## src/rtl/mdu_unit.sv

```systemverilog
// mdu_unit: iterative RV32M multiply/divide unit.
//
// Multiplies use 1-bit-per-cycle shift-add on magnitudes and divides use
// 1-bit-per-cycle restoring division on magnitudes. The sign is applied in
// the final CALC cycle. Divide-by-zero and signed overflow finish straight
// from IDLE.
//
// Optional build macro: MDU_FAST_MUL_EN
//   When defined, the four multiplies finish straight from IDLE using a
//   combinational 33x33 signed multiply. Divides are unaffected.
//
// state | meaning
// ------+---------------------------------------------------------------
// IDLE  | waiting for START with an M-extension opcode (ALU_OP[4:3]=11)
// CALC  | iterating; cnt_q counts 0..31, last step also fixes the sign
// DONE  | RESULT valid, DONE pulse for one cycle, then back to IDLE

module mdu_unit (
    input  logic        CLK,
    input  logic        RESET,
    input  logic        START,
    input  logic [4:0]  ALU_OP,
    input  logic [31:0] DATA1,
    input  logic [31:0] DATA2,
    output logic        BUSY,
    output logic        DONE,
    output logic [31:0] RESULT
);

    typedef enum logic [1:0] {
        S_IDLE = 2'd0,
        S_CALC = 2'd1,
        S_DONE = 2'd2
    } state_t;

    state_t      state_q, state_d;
    logic [2:0]  op_q, op_d;
    logic [63:0] p_q, p_d;        // mul: {acc, multiplier}; div: {rem, dividend/quotient}
    logic [31:0] m_q, m_d;        // mul: multiplicand magnitude; div: divisor magnitude
    logic        neg_q, neg_d;    // negate product / quotient
    logic        rneg_q, rneg_d;  // negate remainder (dividend was negative)
    logic [4:0]  cnt_q, cnt_d;
    logic [31:0] result_q, result_d;

    // Accept-time operand decode
    logic        accept;
    logic        a_signed, b_signed;
    logic        a_neg, b_neg;
    logic [31:0] a_mag, b_mag;
    logic        div_zero, div_ovf;
    logic [31:0] early_res;

    assign accept   = (state_q == S_IDLE) && START && (ALU_OP[4:3] == 2'b11);
    // MUL is treated as signed; its low word does not depend on signedness.
    assign a_signed = ALU_OP[2] ? ~ALU_OP[1] : (ALU_OP[1:0] != 2'b11);
    assign b_signed = ~ALU_OP[1];
    assign a_neg    = a_signed & DATA1[31];
    assign b_neg    = b_signed & DATA2[31];
    assign a_mag    = a_neg ? (~DATA1 + 32'd1) : DATA1;
    assign b_mag    = b_neg ? (~DATA2 + 32'd1) : DATA2;
    assign div_zero = ALU_OP[2] && (DATA2 == 32'd0);
    assign div_ovf  = ALU_OP[2] && !ALU_OP[1] &&
                      (DATA1 == 32'h8000_0000) && (DATA2 == 32'hFFFF_FFFF);

    // Early-exit results: div-by-zero gives all ones / dividend, overflow gives INT_MIN / 0
    always_comb begin
        early_res = 32'd0;
        if (div_zero) begin
            early_res = ALU_OP[0] ? DATA1 : 32'hFFFF_FFFF;
        end else begin
            early_res = ALU_OP[0] ? 32'd0 : 32'h8000_0000;
        end
    end

`ifdef MDU_FAST_MUL_EN
    logic signed [63:0] fast_a, fast_b, fast_prod;
    logic        [31:0] fast_res;

    assign fast_a    = {{32{a_neg}}, DATA1};
    assign fast_b    = {{32{b_neg}}, DATA2};
    assign fast_prod = fast_a * fast_b;
    assign fast_res  = (ALU_OP[1:0] == 2'b00) ? fast_prod[31:0] : fast_prod[63:32];
`endif

    // One iteration step for each datapath
    logic [32:0] mul_sum;
    logic [63:0] mul_next;
    logic [32:0] div_sh;
    logic        div_qbit;
    logic [31:0] div_rem;
    logic [63:0] div_next;
    logic [63:0] step_next;

    assign mul_sum   = {1'b0, p_q[63:32]} + (p_q[0] ? {1'b0, m_q} : 33'd0);
    assign mul_next  = {mul_sum, p_q[31:1]};
    assign div_sh    = p_q[63:31];
    assign div_qbit  = (div_sh >= {1'b0, m_q});
    assign div_rem   = div_qbit ? (div_sh[31:0] - m_q) : div_sh[31:0];
    assign div_next  = {div_rem, p_q[30:0], div_qbit};
    assign step_next = op_q[2] ? div_next : mul_next;

    // Final-cycle sign correction and result selection
    logic [63:0] prod_fix;
    logic [31:0] quo_fix, rem_fix;
    logic [31:0] calc_res;

    assign prod_fix = neg_q  ? (~step_next + 64'd1) : step_next;
    assign quo_fix  = neg_q  ? (~step_next[31:0] + 32'd1) : step_next[31:0];
    assign rem_fix  = rneg_q ? (~step_next[63:32] + 32'd1) : step_next[63:32];

    always_comb begin
        calc_res = 32'd0;
        if (op_q[2]) begin
            calc_res = op_q[0] ? rem_fix : quo_fix;
        end else begin
            calc_res = (op_q[1:0] == 2'b00) ? prod_fix[31:0] : prod_fix[63:32];
        end
    end

    // Next-state and datapath update
    always_comb begin
        state_d  = state_q;
        op_d     = op_q;
        p_d      = p_q;
        m_d      = m_q;
        neg_d    = neg_q;
        rneg_d   = rneg_q;
        cnt_d    = cnt_q;
        result_d = result_q;
        case (state_q)
            S_IDLE: begin
                if (accept) begin
                    op_d   = ALU_OP[2:0];
                    cnt_d  = 5'd0;
                    neg_d  = a_neg ^ b_neg;
                    rneg_d = a_neg;
                    m_d    = ALU_OP[2] ? b_mag : a_mag;
                    p_d    = {32'd0, (ALU_OP[2] ? a_mag : b_mag)};
                    if (div_zero || div_ovf) begin
                        result_d = early_res;
                        state_d  = S_DONE;
`ifdef MDU_FAST_MUL_EN
                    end else if (!ALU_OP[2]) begin
                        result_d = fast_res;
                        state_d  = S_DONE;
`endif
                    end else begin
                        state_d = S_CALC;
                    end
                end
            end
            S_CALC: begin
                p_d   = step_next;
                cnt_d = cnt_q + 5'd1;
                if (cnt_q == 5'd31) begin
                    result_d = calc_res;
                    state_d  = S_DONE;
                end
            end
            S_DONE: begin
                state_d = S_IDLE;
            end
            default: begin
                state_d = S_IDLE;
            end
        endcase
    end

    // State and datapath registers; reset clears everything immediately
    always_ff @(posedge CLK or negedge RESET) begin
        if (!RESET) begin
            state_q  <= S_IDLE;
            op_q     <= 3'd0;
            p_q      <= 64'd0;
            m_q      <= 32'd0;
            neg_q    <= 1'b0;
            rneg_q   <= 1'b0;
            cnt_q    <= 5'd0;
            result_q <= 32'd0;
        end else begin
            state_q  <= state_d;
            op_q     <= op_d;
            p_q      <= p_d;
            m_q      <= m_d;
            neg_q    <= neg_d;
            rneg_q   <= rneg_d;
            cnt_q    <= cnt_d;
            result_q <= result_d;
        end
    end

    assign BUSY   = (state_q != S_IDLE);
    assign DONE   = (state_q == S_DONE);
    assign RESULT = result_q;

endmodule

```

## config.mk

```make
export PLATFORM = sky130hd
export DESIGN_NAME = mdu_unit
export DESIGN_NICKNAME = d
export VERILOG_FILES = /design/src/rtl/mdu_unit.sv
export SDC_FILE = /design/constraint.sdc
export NUM_CORES = 1
export LEC_CHECK = 0
export CORE_ASPECT_RATIO = 0.5
export CORE_MARGIN = 2
export CORE_UTILIZATION = 50
export CTS_CLUSTER_SIZE = 10
export DETAILED_ROUTE_END_ITERATION = 7
export PLACE_DENSITY = 0.72
export SYNTH_ARGS = -nofsm -noshare
export SYNTH_HDL_FRONTEND = slang
export SYNTH_SLANG_ARGS = --single-unit
```

## constraint.sdc

```tcl
create_clock -name CLK -period 6.97 [get_ports CLK]
set_clock_uncertainty 0.1 [all_clocks]
set_input_delay 1.7425 -clock CLK [delete_from_list [all_inputs] [get_ports CLK]]
set_output_delay 1.7425 -clock CLK [all_outputs]
set_load 0.02 [all_outputs]
```

==> metrics <==
RD Place Congestion 1.05; Synth area leaders dfrtp_1 (22%), o21ai_0 (7.4%), nand2_1 (6.5%), ha_1 (5.5%), xnor2_1 (5.2%); FMAX 0.163 GHz; Setup crit end RESULT[30]; Yosys top cell area share 0.215; Via density 6.87; final WL 70,400 microns; Die W 259 microns; ys async rst share 1.00; main combinational cell family by area after synthesis compound AO/OA/AOI/OAI gates; Max H-tree Level 4; Synth Net Count 2,370; nets@finish 2,385; kind of end point of the critical path flip-flop; Max clock buf depth 2; Final Max Slew Viols 0; initial antenna violation count 12; Final Hold Fails 0; Routed Antenna Nets 0; number of global-route vias before repair 16.5k; syn_area_per_cell 7.31 sq um; die height 132 microns; crit path from p_q[0]; reg2reg start p_q[0]; sequential share of the synthesized area 0.215; Max FO, Critical Path 24; drt first pass iters 7; GRT Util Overall 0.411; Setup TNS Final 0 ps; status finished, final reports clean; Setup Fix Bufs, Post-CTS 0; Core ar. 31,800 sq um; CTS tree done; period utilization 0.882; mux cell area share after synthesis 0.0318; CTS root buf clkbuf_16; synthesized flop and latch total 140; min-delay src RESULT[10]; clk slew on worst S/H paths 70 ps; most frequent cells after synthesis nand2_1 (282), o21ai_0 (239), nor2_1 (178); later-pin clock latency in the skew report 460 ps; Post-Synthesis Cell Area 16,300 sq um; num ports 106; total congestion overflow 0; largest area contributor in the netlist dfrtp_1; initial DRC count 2,568; number of flops mapped to enable cells by yosys 0; starting density of the core 0.511; dpl hpwl 54,200 microns; Synth Area in Simple Gates 0.243; top_reg_cell synth dfrtp_1; critical path's top delay family compound AO/OA/AOI/OAI gates; max incr delay on CP 950 ps; CP Buf/Inv Count 1; CP required 7220 ps; area delta synth->final 12.2%; critical path, cell by cell and2_1 > ha_1 > inv_1 > fa_1 > nand2b_1 > a21oi_1 > o21a_1 > nor4_1 > o41ai_1 > a221oi_1 > mux2_2 > o211ai_1 > nor4b_1 > mux2_2 > nor2_1 > a21oi_1; Compound-Gate Fraction of Synth Area 0.311; Max-Cap Viols 0; Crit path depth 16; fill count 3,075; Gate Count Post-Synth 2,225; Tmin final 6150 ps; XOR/XNOR Fraction of Synth Area 0.0894; Syn. warnings 0; final routed DRC violation total 0; first-pass GRT wire length 106,000 microns; share of layout cells above drive strength 1 0.0652; Reg2Reg Setup Slack 820 ps; crit start category flip-flop; RSZ-0062 raised after global routing no; Worst EP arrival 6400 ps; Die ar. 34,100 sq um; total CTS buffers 17; distinct cell type count after synthesis 93; final setup fails 0; detailed-route via count 18.5k; largest net degree at the start of global routing 128; Hold Path Class reg -> reg; Buffers on Ports 105; Avg WL per Cell 26.2 microns; Post-CTS Resized 0; max_slew headroom 0.120; Worst Reg-to-Reg Cells 16; post-synthesis adder-cell area fraction 0.0571; CP max-delay cell dfrtp_1; # rows 46; CTS Sinks 140; CP Class reg -> reg; FF-to-FF End RESULT[30]; Worst Tran Pin Value 1310 ps; most common cell in the synthesized netlist nand2_1; CTS Hold Bufs 0
[worst min-delay path, cell delays in order, from the launching register on]
cell and delay [ps]:
dfrtp_1 340, nand2_1 50, o21ai_0 60
[flip-flops by register name (all words and copies together) (netlist names)]
name / count
rneg_q: 1
state_q: 2
m_q: 32
op_q: 3
p_q: 64
neg_q: 1
cnt_q: 5
RESULT: 32
[worst min-delay path by stage]
stage / end / cells after the start
2_1_floorplan: cnt_q[3] / 1
3_3_place_gp: RESULT[10] / 2
3_5_place_dp: RESULT[10] / 2
4_1_cts: RESULT[10] / 2
5_1_grt: RESULT[0] / 2
6_report: RESULT[10] / 2
[per-layer routing]
layer  GRT usage  vias to the layer above  part of all wire
li1            -                     8297                 -
met1       0.602                     8779              0.43
met2       0.560                     1222              0.39
met3       0.141                      168              0.14
met4       0.118                        4             0.033
met5           0                        -           0.00038
[metrics by stage]
step / util / hold WS [ps] / cell area [sq um] / setup WS, ps / std cells
final: 0.573 / 384 / 18200 / 820 / 2689
after global routing: 0.573 / 414 / 18200 / 519 / 2686
after CTS: 0.573 / 387 / 18200 / 931 / 2685
after detailed placement: 0.553 / 372 / 17600 / 954 / 2653
after global placement: 0.553 / 371 / 17600 / 943 / 2653
after floorplan: - / 349 / 16300 / 467 / 2225
[cell type report]
cell class / instances / area [sq um] / share of cell area
flip-flops and latches: 140 / 3510 / 0.192
clock buffers: 18 / 429 / 0.0235
inverters: 68 / 255 / 0.0140
repair buffers: 143 / 1340 / 0.0732
clock inverters: 14 / 195 / 0.0107
diodes: 4 / 10.0 / 0.000549
multi-input cells: 1870 / 12000 / 0.656
well taps: 432 / 541 / 0.0296
[cell families after synthesis]
| logic type | after synthesis |
|---|---|
| AO/OA/AOI/OAI | 760 |
| AND/OR/NAND/NOR | 821 |
| buffers and inverters | 215 |
| multiplexers | 50 |
| flip-flops | 140 |
| adder cells (fa/ha/maj) | 73 |
| XOR/XNOR | 166 |
[cell usage in the layout (no fill, tap or decap), drive strengths merged, types with 10 or more instances in the layout]
| master | Yosys | final |
|---|---|---|
| inv | 67 | 68 |
| a31oi | 24 | 24 |
| o41ai | 25 | 25 |
| a21o | 23 | 23 |
| clkbuf | 110 | 18 |
| nand2b | 16 | 16 |
| a221oi | 13 | 13 |
| nor4 | 27 | 27 |
| o31ai | 34 | 34 |
| o21ai | 243 | 243 |
| nand2 | 284 | 284 |
| nand4 | 35 | 35 |
| nor2b | 17 | 17 |
| or4 | 16 | 16 |
| and2 | 38 | 38 |
| nand3 | 62 | 62 |
| a211oi | 19 | 19 |
| o21a | 17 | 17 |
| o211ai | 36 | 36 |
| a21oi | 164 | 164 |
| clkdlybuf4s50 | 0 | 103 |
| a211o | 10 | 10 |
| nor2 | 178 | 178 |
| buf | 37 | 40 |
| xor2 | 70 | 70 |
| or2 | 20 | 20 |
| o221ai | 38 | 38 |
| and3 | 16 | 16 |
| dfrtp | 140 | 140 |
| xnor2 | 96 | 96 |
| or3 | 18 | 18 |
| o21bai | 10 | 10 |
| mux2i | 37 | 37 |
| mux2 | 13 | 13 |
| ha | 71 | 71 |
| nor3 | 60 | 60 |
Power is left out: the tool's default activity adds up to more than one toggle a clock period on the data nets, which glitch-free logic cannot reach.
